## src/rtl/mvu_input_transposer_pkg.sv

```systemverilog
// Shared types and default sizes for the MVU input bit-plane transposer.
package mvu_input_transposer_pkg;

  localparam int unsigned N         = 64;
  localparam int unsigned BDBANKA   = 15;
  localparam int unsigned BDBANKW   = 64;
  localparam int unsigned XPR_LEN   = 32;
  localparam int unsigned MAX_PREC  = 16;

  typedef enum logic [1:0] {
    TP_IDLE    = 2'd0,
    TP_COLLECT = 2'd1,
    TP_WRITE   = 2'd2
  } transposer_state_t;

endpackage

```

## src/rtl/mvu_input_transposer_if.sv

```systemverilog
// Word-input and MVU write-port bundle between pito_soc side and one MVU.
interface mvu_input_transposer_if
  import mvu_input_transposer_pkg::*;
#(
  parameter int unsigned XLEN          = XPR_LEN,
  parameter int unsigned MVU_ADDR_LEN  = BDBANKA,
  parameter int unsigned MVU_DATA_LEN  = BDBANKW,
  parameter int unsigned MAX_DATA_PREC = MAX_PREC
) ();

  localparam int unsigned PREC_W = $clog2(MAX_DATA_PREC + 1);

  logic [PREC_W-1:0]       prec;
  logic [MVU_ADDR_LEN-1:0] baddr;
  logic                    start;
  logic                    iword_valid;
  logic [XLEN-1:0]         iword;
  logic                    busy;
  logic                    done;
  logic                    mvu_wr_en;
  logic [MVU_ADDR_LEN-1:0] mvu_wr_addr;
  logic [MVU_DATA_LEN-1:0] mvu_wr_word;

  modport master (
    output prec, baddr, start, iword_valid, iword,
    input  busy, done, mvu_wr_en, mvu_wr_addr, mvu_wr_word
  );

  modport slave (
    input  prec, baddr, start, iword_valid, iword,
    output busy, done, mvu_wr_en, mvu_wr_addr, mvu_wr_word
  );

endinterface

```

## src/rtl/mvu_input_transposer.sv

```systemverilog
// Collects NUM_WORDS element words and re-emits them as prec bit-plane writes,
// MSB plane first, so the MVU reads bit b of every lane from one RAM word.
module mvu_input_transposer
  import mvu_input_transposer_pkg::*;
#(
  parameter int unsigned NUM_WORDS     = N,
  parameter int unsigned XLEN          = XPR_LEN,
  parameter int unsigned MVU_ADDR_LEN  = BDBANKA,
  parameter int unsigned MVU_DATA_LEN  = BDBANKW,
  parameter int unsigned MAX_DATA_PREC = MAX_PREC
) (
  input logic                  clk,
  input logic                  rst,
  mvu_input_transposer_if.slave bus
);

  localparam int unsigned PREC_W = $clog2(MAX_DATA_PREC + 1);
  localparam int unsigned BIT_W  = $clog2(MAX_DATA_PREC);
  localparam int unsigned CNT_W  = $clog2(NUM_WORDS);

  transposer_state_t       state_q, state_d;
  logic [PREC_W-1:0]       prec_q, prec_d;
  logic [MVU_ADDR_LEN-1:0] baddr_q, baddr_d;
  logic [CNT_W-1:0]        cnt_q, cnt_d;
  logic [PREC_W-1:0]       plane_q, plane_d;
  logic                    busy_q, busy_d;
  logic                    done_q, done_d;
  logic                    wr_en_q, wr_en_d;
  logic [MVU_ADDR_LEN-1:0] wr_addr_q, wr_addr_d;
  logic [MVU_DATA_LEN-1:0] wr_word_q, wr_word_d;

  logic [MAX_DATA_PREC-1:0] buf_q [NUM_WORDS];
  logic                     buf_we_c;
  logic [CNT_W-1:0]         buf_row_c;
  logic [PREC_W-1:0]        prec_in_c;
  logic [BIT_W-1:0]         bit_idx_c;
  logic                     unused_iword_c;

  // Upper iword bits are intentionally dropped.
  assign unused_iword_c = ^bus.iword;

  assign prec_in_c = (bus.prec > PREC_W'(MAX_DATA_PREC)) ? PREC_W'(MAX_DATA_PREC) : bus.prec;
  assign bit_idx_c = BIT_W'(prec_q - plane_q - PREC_W'(1));

  always_ff @(posedge clk or posedge rst) begin
    if (rst) begin
      state_q   <= TP_IDLE;
      prec_q    <= '0;
      baddr_q   <= '0;
      cnt_q     <= '0;
      plane_q   <= '0;
      busy_q    <= 1'b0;
      done_q    <= 1'b0;
      wr_en_q   <= 1'b0;
      wr_addr_q <= '0;
      wr_word_q <= '0;
    end else begin
      state_q   <= state_d;
      prec_q    <= prec_d;
      baddr_q   <= baddr_d;
      cnt_q     <= cnt_d;
      plane_q   <= plane_d;
      busy_q    <= busy_d;
      done_q    <= done_d;
      wr_en_q   <= wr_en_d;
      wr_addr_q <= wr_addr_d;
      wr_word_q <= wr_word_d;
    end
  end

  // Bit buffer: one row written per accepted word.
  always_ff @(posedge clk or posedge rst) begin
    if (rst) begin
      for (int k = 0; k < int'(NUM_WORDS); k++) begin
        buf_q[k] <= '0;
      end
    end else if (buf_we_c) begin
      buf_q[buf_row_c] <= bus.iword[MAX_DATA_PREC-1:0];
    end
  end

  always_comb begin
    state_d   = state_q;
    prec_d    = prec_q;
    baddr_d   = baddr_q;
    cnt_d     = cnt_q;
    plane_d   = plane_q;
    busy_d    = busy_q;
    done_d    = 1'b0;
    wr_en_d   = 1'b0;
    wr_addr_d = wr_addr_q;
    wr_word_d = wr_word_q;
    buf_we_c  = 1'b0;
    buf_row_c = cnt_q;

    unique case (state_q)
      TP_IDLE: begin
        if (bus.start && (bus.prec != '0)) begin
          prec_d    = prec_in_c;
          baddr_d   = bus.baddr;
          buf_we_c  = 1'b1;
          buf_row_c = '0;
          cnt_d     = CNT_W'(1);
          busy_d    = 1'b1;
          state_d   = TP_COLLECT;
        end
      end
      TP_COLLECT: begin
        if (bus.iword_valid) begin
          buf_we_c = 1'b1;
          if (cnt_q == CNT_W'(NUM_WORDS - 1)) begin
            plane_d = '0;
            state_d = TP_WRITE;
          end else begin
            cnt_d = cnt_q + CNT_W'(1);
          end
        end
      end
      TP_WRITE: begin
        // plane_q == prec_q is the extra cycle that clears wr_en and busy.
        if (plane_q != prec_q) begin
          wr_en_d   = 1'b1;
          wr_addr_d = baddr_q + MVU_ADDR_LEN'(plane_q);
          for (int k = 0; k < int'(NUM_WORDS); k++) begin
            wr_word_d[k] = buf_q[k][bit_idx_c];
          end
          done_d  = (plane_q == (prec_q - PREC_W'(1)));
          plane_d = plane_q + PREC_W'(1);
        end else begin
          busy_d  = 1'b0;
          cnt_d   = '0;
          plane_d = '0;
          state_d = TP_IDLE;
        end
      end
      default: state_d = TP_IDLE;
    endcase
  end

  assign bus.busy        = busy_q;
  assign bus.done        = done_q;
  assign bus.mvu_wr_en   = wr_en_q;
  assign bus.mvu_wr_addr = wr_addr_q;
  assign bus.mvu_wr_word = wr_word_q;

endmodule

```

## src/flat_wrapper.sv

```systemverilog
// flat-port wrapper written by rule: the top's interface ports become plain ports
module mvu_input_transposer_flat import mvu_input_transposer_pkg::*;
#(
  parameter int unsigned NUM_WORDS     = N,
  parameter int unsigned XLEN          = XPR_LEN,
  parameter int unsigned MVU_ADDR_LEN  = BDBANKA,
  parameter int unsigned MVU_DATA_LEN  = BDBANKW,
  parameter int unsigned MAX_DATA_PREC = MAX_PREC
)
  (clk, rst, bus_prec, bus_baddr, bus_start, bus_iword_valid, bus_iword, bus_busy, bus_done, bus_mvu_wr_en, bus_mvu_wr_addr, bus_mvu_wr_word);
  mvu_input_transposer_if #(.XLEN(XLEN), .MVU_ADDR_LEN(MVU_ADDR_LEN), .MVU_DATA_LEN(MVU_DATA_LEN), .MAX_DATA_PREC(MAX_DATA_PREC)) bus_i ();
  input logic clk;
  input logic rst;
  input wire logic [$bits(bus_i.prec)-1:0] bus_prec;
  input wire logic [$bits(bus_i.baddr)-1:0] bus_baddr;
  input wire logic [$bits(bus_i.start)-1:0] bus_start;
  input wire logic [$bits(bus_i.iword_valid)-1:0] bus_iword_valid;
  input wire logic [$bits(bus_i.iword)-1:0] bus_iword;
  output wire logic [$bits(bus_i.busy)-1:0] bus_busy;
  output wire logic [$bits(bus_i.done)-1:0] bus_done;
  output wire logic [$bits(bus_i.mvu_wr_en)-1:0] bus_mvu_wr_en;
  output wire logic [$bits(bus_i.mvu_wr_addr)-1:0] bus_mvu_wr_addr;
  output wire logic [$bits(bus_i.mvu_wr_word)-1:0] bus_mvu_wr_word;
  assign bus_i.prec = bus_prec;
  assign bus_i.baddr = bus_baddr;
  assign bus_i.start = bus_start;
  assign bus_i.iword_valid = bus_iword_valid;
  assign bus_i.iword = bus_iword;
  assign bus_busy = bus_i.busy;
  assign bus_done = bus_i.done;
  assign bus_mvu_wr_en = bus_i.mvu_wr_en;
  assign bus_mvu_wr_addr = bus_i.mvu_wr_addr;
  assign bus_mvu_wr_word = bus_i.mvu_wr_word;
  mvu_input_transposer #(.NUM_WORDS(NUM_WORDS), .XLEN(XLEN), .MVU_ADDR_LEN(MVU_ADDR_LEN), .MVU_DATA_LEN(MVU_DATA_LEN), .MAX_DATA_PREC(MAX_DATA_PREC)) u_core (.clk(clk), .rst(rst), .bus(bus_i));
endmodule
```

## config.mk

```make
export PLATFORM = sky130hd
export DESIGN_NAME = mvu_input_transposer_flat
export DESIGN_NICKNAME = d
export VERILOG_FILES = /design/src/rtl/mvu_input_transposer_pkg.sv /design/src/rtl/mvu_input_transposer_if.sv /design/src/rtl/mvu_input_transposer.sv /design/src/flat_wrapper.sv
export SDC_FILE = /design/constraint.sdc
export NUM_CORES = 2
export LEC_CHECK = 0
export ABC_AREA = 1
export CAP_MARGIN = 10
export CORE_MARGIN = 2
export CORE_UTILIZATION = 50
export DETAILED_ROUTE_END_ITERATION = 12
export MAX_ROUTING_LAYER = met4
export PLACE_DENSITY = 0.67
export SLEW_MARGIN = 10
export SYNTH_ARGS = -nofsm -noshare
export SYNTH_HDL_FRONTEND = slang
export SYNTH_SLANG_ARGS = --single-unit
```

## constraint.sdc

```tcl
create_clock -name clk -period 103.3 [get_ports clk]
set_input_delay 20.66 -clock clk [delete_from_list [all_inputs] [get_ports clk]]
set_output_delay 20.66 -clock clk [all_outputs]
set_load 0.02 [all_outputs]
```

==> out/results.tsv <==
stage	metric	value	unit
sta	worst_pin_slew	1.30	ns
pwr	ir_drop	0.0000557	V
clocking	cts_tree	done	
final_layout	drive_gt1_share	4.50	%
pwr	powerDensity	30.9	mW/mm^2
sta	skew	0.0215	ns
route	wl_per_cell	19.8	microns
critical_path	reg2reg_from	u_core.plane_q[0]$_DFFE_PP0P_	
synth	syn_avg_cell_area	7.58	sq um
critical_path	crit_fanout	123	
critical_path	critPathKind	primary input to asynchronous set/reset pin	
sta	hold_viol	0	
critical_path	rr_worst_depth	11	
global_routing	antenna_found_initial	0	
route	wl	167000	microns
final_layout	final_common_cell	nand2_1	
clocking	cts_hold_buf	0	
synth	syn_area	0.0547	sq mm
critical_path	cp-end-kind	asynchronous set/reset pin	
route	vias	47900	
pwr	power.leakage	30.6	nW
global_routing	gr-total-overflow	0	
synth	yosysWarnings	0	
route	antenna_left	0	
placement	portBuffers	121	
critical_path	crit_top_cell	buf_4	
clocking	h-tree-depth	3	
clocking	cts_resized	0	
floorplanning	core-area	0.109	sq mm
clocking	cts_buffers	121	
critical_path	arrival	25.34	ns
placement	dp_hpwl	82300	microns
sta	fmax	0.0406	GHz
floorplanning	dieArea	0.112	sq mm
sta	rsz0062_at_grt	false	
clocking	post_cts_buffers	0	
global_routing	grt_max_degree	237	
synth	syn-num-nets	7289	
run_status	status	completed	
pwr	swShare	45.4	%
sta	period_minus_slack	24.65	ns
critical_path	start_kind	primary input	
placement	gp_congestion	0.811	
global_routing	grt_usage	30.5	%
critical_path	critical_path.max_stage_delay	0.89	ns
floorplanning	start_util	50.3	%
hold_path	min_path_type	register to register	
route	vias_per_cell	5.68	
clocking	cts_buffer_depth	3	
clocking	cts_sinks	1139	
sta	relSlewSlack	13.4	%
sta	finalSetupViolCount	0	
clocking	clk_pin_slew	0.06	ns
critical_path	path_cells	clkdlybuf4s50_1 > inv_8 > buf_4 > buf_4 > buf_4 > buf_4	
route	drt_iter0_markers	5535	
job	cap_violations	0	
clocking	cts_root_buffer	clkbuf_16	
global_routing	grt_pass1_vias	45200	
pwr	p_switching	0.842	mW
clocking	worstSkewPairLatency	0.71	ns
pwr	total_power	1.85	mW
synth	ys_types	34	
final_layout	fin_nets	6994	
final_layout	final_cell_mix	nand2_1 (2436), dfrtp_1 (1139), nand3_1 (990)	
sta	setup_tns	0	ns
synth	syn_inst	7216	
route	drc	0	
pwr	p_seq_share	27.1	%
sta	drv_slew	0	
global_routing	grt_pass1_wl	262000	microns
synth	synth-seq-cells	1139	
floorplanning	die_h	335	microns
pwr	pwr-share-comb	48.7	%
hold_path	min-delay-start	u_core.buf_q[699]$_DFFE_PP0P_	
critical_path	cp_slowest_cell	buf_4	
critical_path	crit_start	rst	
floorplanning	die-width	335	microns
pwr	p_clk_share	24.2	%
sta	fin_crit_sh	23.9	%
critical_path	worstPathRequired	103.99	ns
final_layout	diodes	0	
synth	ys_seq_area_share	52.1	%
floorplanning	io_pins	138	
final_layout	area_delta_synth_final	9.54	%
floorplanning	rows	121	
hold_path	hold_depth	2	
pwr	p_int	1.01	mW
route	dr.pass1.iters	6	
-- Yosys cell counts --
cell type,n,area share (%)
nand3b_1,4,0.055
nand4_1,18,0.21
o21a_1,1,0.014
buf_6,2,0.041
or2_2,1,0.011
o31ai_1,1,0.014
clkinv_1,7,0.048
nand2_2,4,0.046
a21oi_1,201,1.8
a31oi_1,1,0.011
inv_2,7,0.048
buf_4,3,0.041
buf_1,57,0.39
ha_1,15,0.34
buf_2,215,2.0
o21ai_1,7,0.064
o41ai_2,1,0.030
nand3_2,1,0.018
o21ai_0,762,7.0
o31ai_4,1,0.039
nand2_1,2437,17
inv_1,255,1.7
and3_1,1,0.011
nor2_2,7,0.080
o211ai_1,68,0.93
dfrtp_1,1139,52
nor3_1,4,0.037
xnor2_1,7,0.11
fa_1,2,0.073
clkbuf_1,330,2.3
nor2_1,658,4.5
nand3_1,990,9.1
xor2_1,8,0.13
o22ai_1,1,0.011
-- final cells by class --
cell class | count | area (sq um)
clock buffer | 186 | 3630
clock inverter | 40 | 468
fill | 10200 | 48800
inverter | 269 | 1040
multi-input combinational | 5201 | 22700
sequential | 1139 | 28500
tap | 1414 | 1770
timing repair buffer | 189 | 1770
-- registers in the layout (all words and copies together), names as in the netlist --
name / count
u_core.baddr_q: 15
u_core.buf_q: 1024
u_core.bus.busy: 1
u_core.bus.done: 1
u_core.bus.mvu_wr_addr: 15
u_core.bus.mvu_wr_en: 1
u_core.bus.mvu_wr_word: 64
u_core.cnt_q: 6
u_core.plane_q: 5
u_core.prec_q: 5
u_core.state_q: 2
-- stage by stage --
stage                     setup slack (ns)  area [sq um]  util, %  hold WS, ns  cells
after floorplan                      50.56         54700        -        0.437   7216
after global placement               77.77         55800     51.3        0.448   8212
after detailed placement             77.75         55800     51.3        0.453   8212
after CTS                            78.51         59900     55.1        0.467   8438
after global routing                 77.99         59900     55.1        0.480   8438
final                                78.65         59900     55.1        0.463   8438
-- kinds of logic (layout without fill, tap and decap cells) --
| logic type | Yosys count | after routing | synth area share (%) |
|---|---|---|---|
| and+or+nand+nor | 4125 | 4125 | 30.8 |
| adders and majority gates | 17 | 17 | 0.416 |
| buffers and inverters | 876 | 684 | 6.55 |
| AOI/OAI and AO/OA | 1044 | 1044 | 9.93 |
| xor gates and xnor gates | 15 | 15 | 0.240 |
| DFF | 1139 | 1139 | 52.1 |
-- final timing paths --
kind | endpoint | slack, ns
worst max-delay path | u_core.buf_q[474]$_DFFE_PP0P_ | 78.65
worst min-delay path | u_core.buf_q[699]$_DFFE_PP0P_ | 0.46
worst max register to register | u_core.bus.mvu_wr_word[23]$_DFFE_PP0N_ | 98.72
worst min register to register | u_core.buf_q[699]$_DFFE_PP0P_ | 0.46
max in group clk | u_core.buf_q[108]$_DFFE_PP0P_ | 79.05
min in group asynchronous | u_core.baddr_q[11]$_DFFE_PP0P_ | 20.53
-- worst max-delay path: cells and delay by family --
| family | cells | cell delay (ns) |
|---|---|---|
| buffers and inverters | 6 | 4.31 |
-- power by group through the flow --
stage / Sequential [mW] / Combinational, mW / Clock [mW]
after global routing: 0.505 / 0.990 / 0.473
after CTS: 0.502 / 0.893 / 0.455
after global placement: 0.509 / 0.884 / 0
final: 0.502 / 0.902 / 0.449
after detailed placement: 0.509 / 0.888 / 0
after floorplan: 0.519 / 0.596 / 0
-- layer usage --
| layer | part of all wire [%] | track usage, % |
|---|---|---|
| met3 | 7.6 | 3.74 |
| met4 | 2.6 | 8.83 |
| met2 | 46 | 47.8 |
| met5 | 0 | - |
| met1 | 44 | 41.9 |
(Power assumes the default switching activity.)
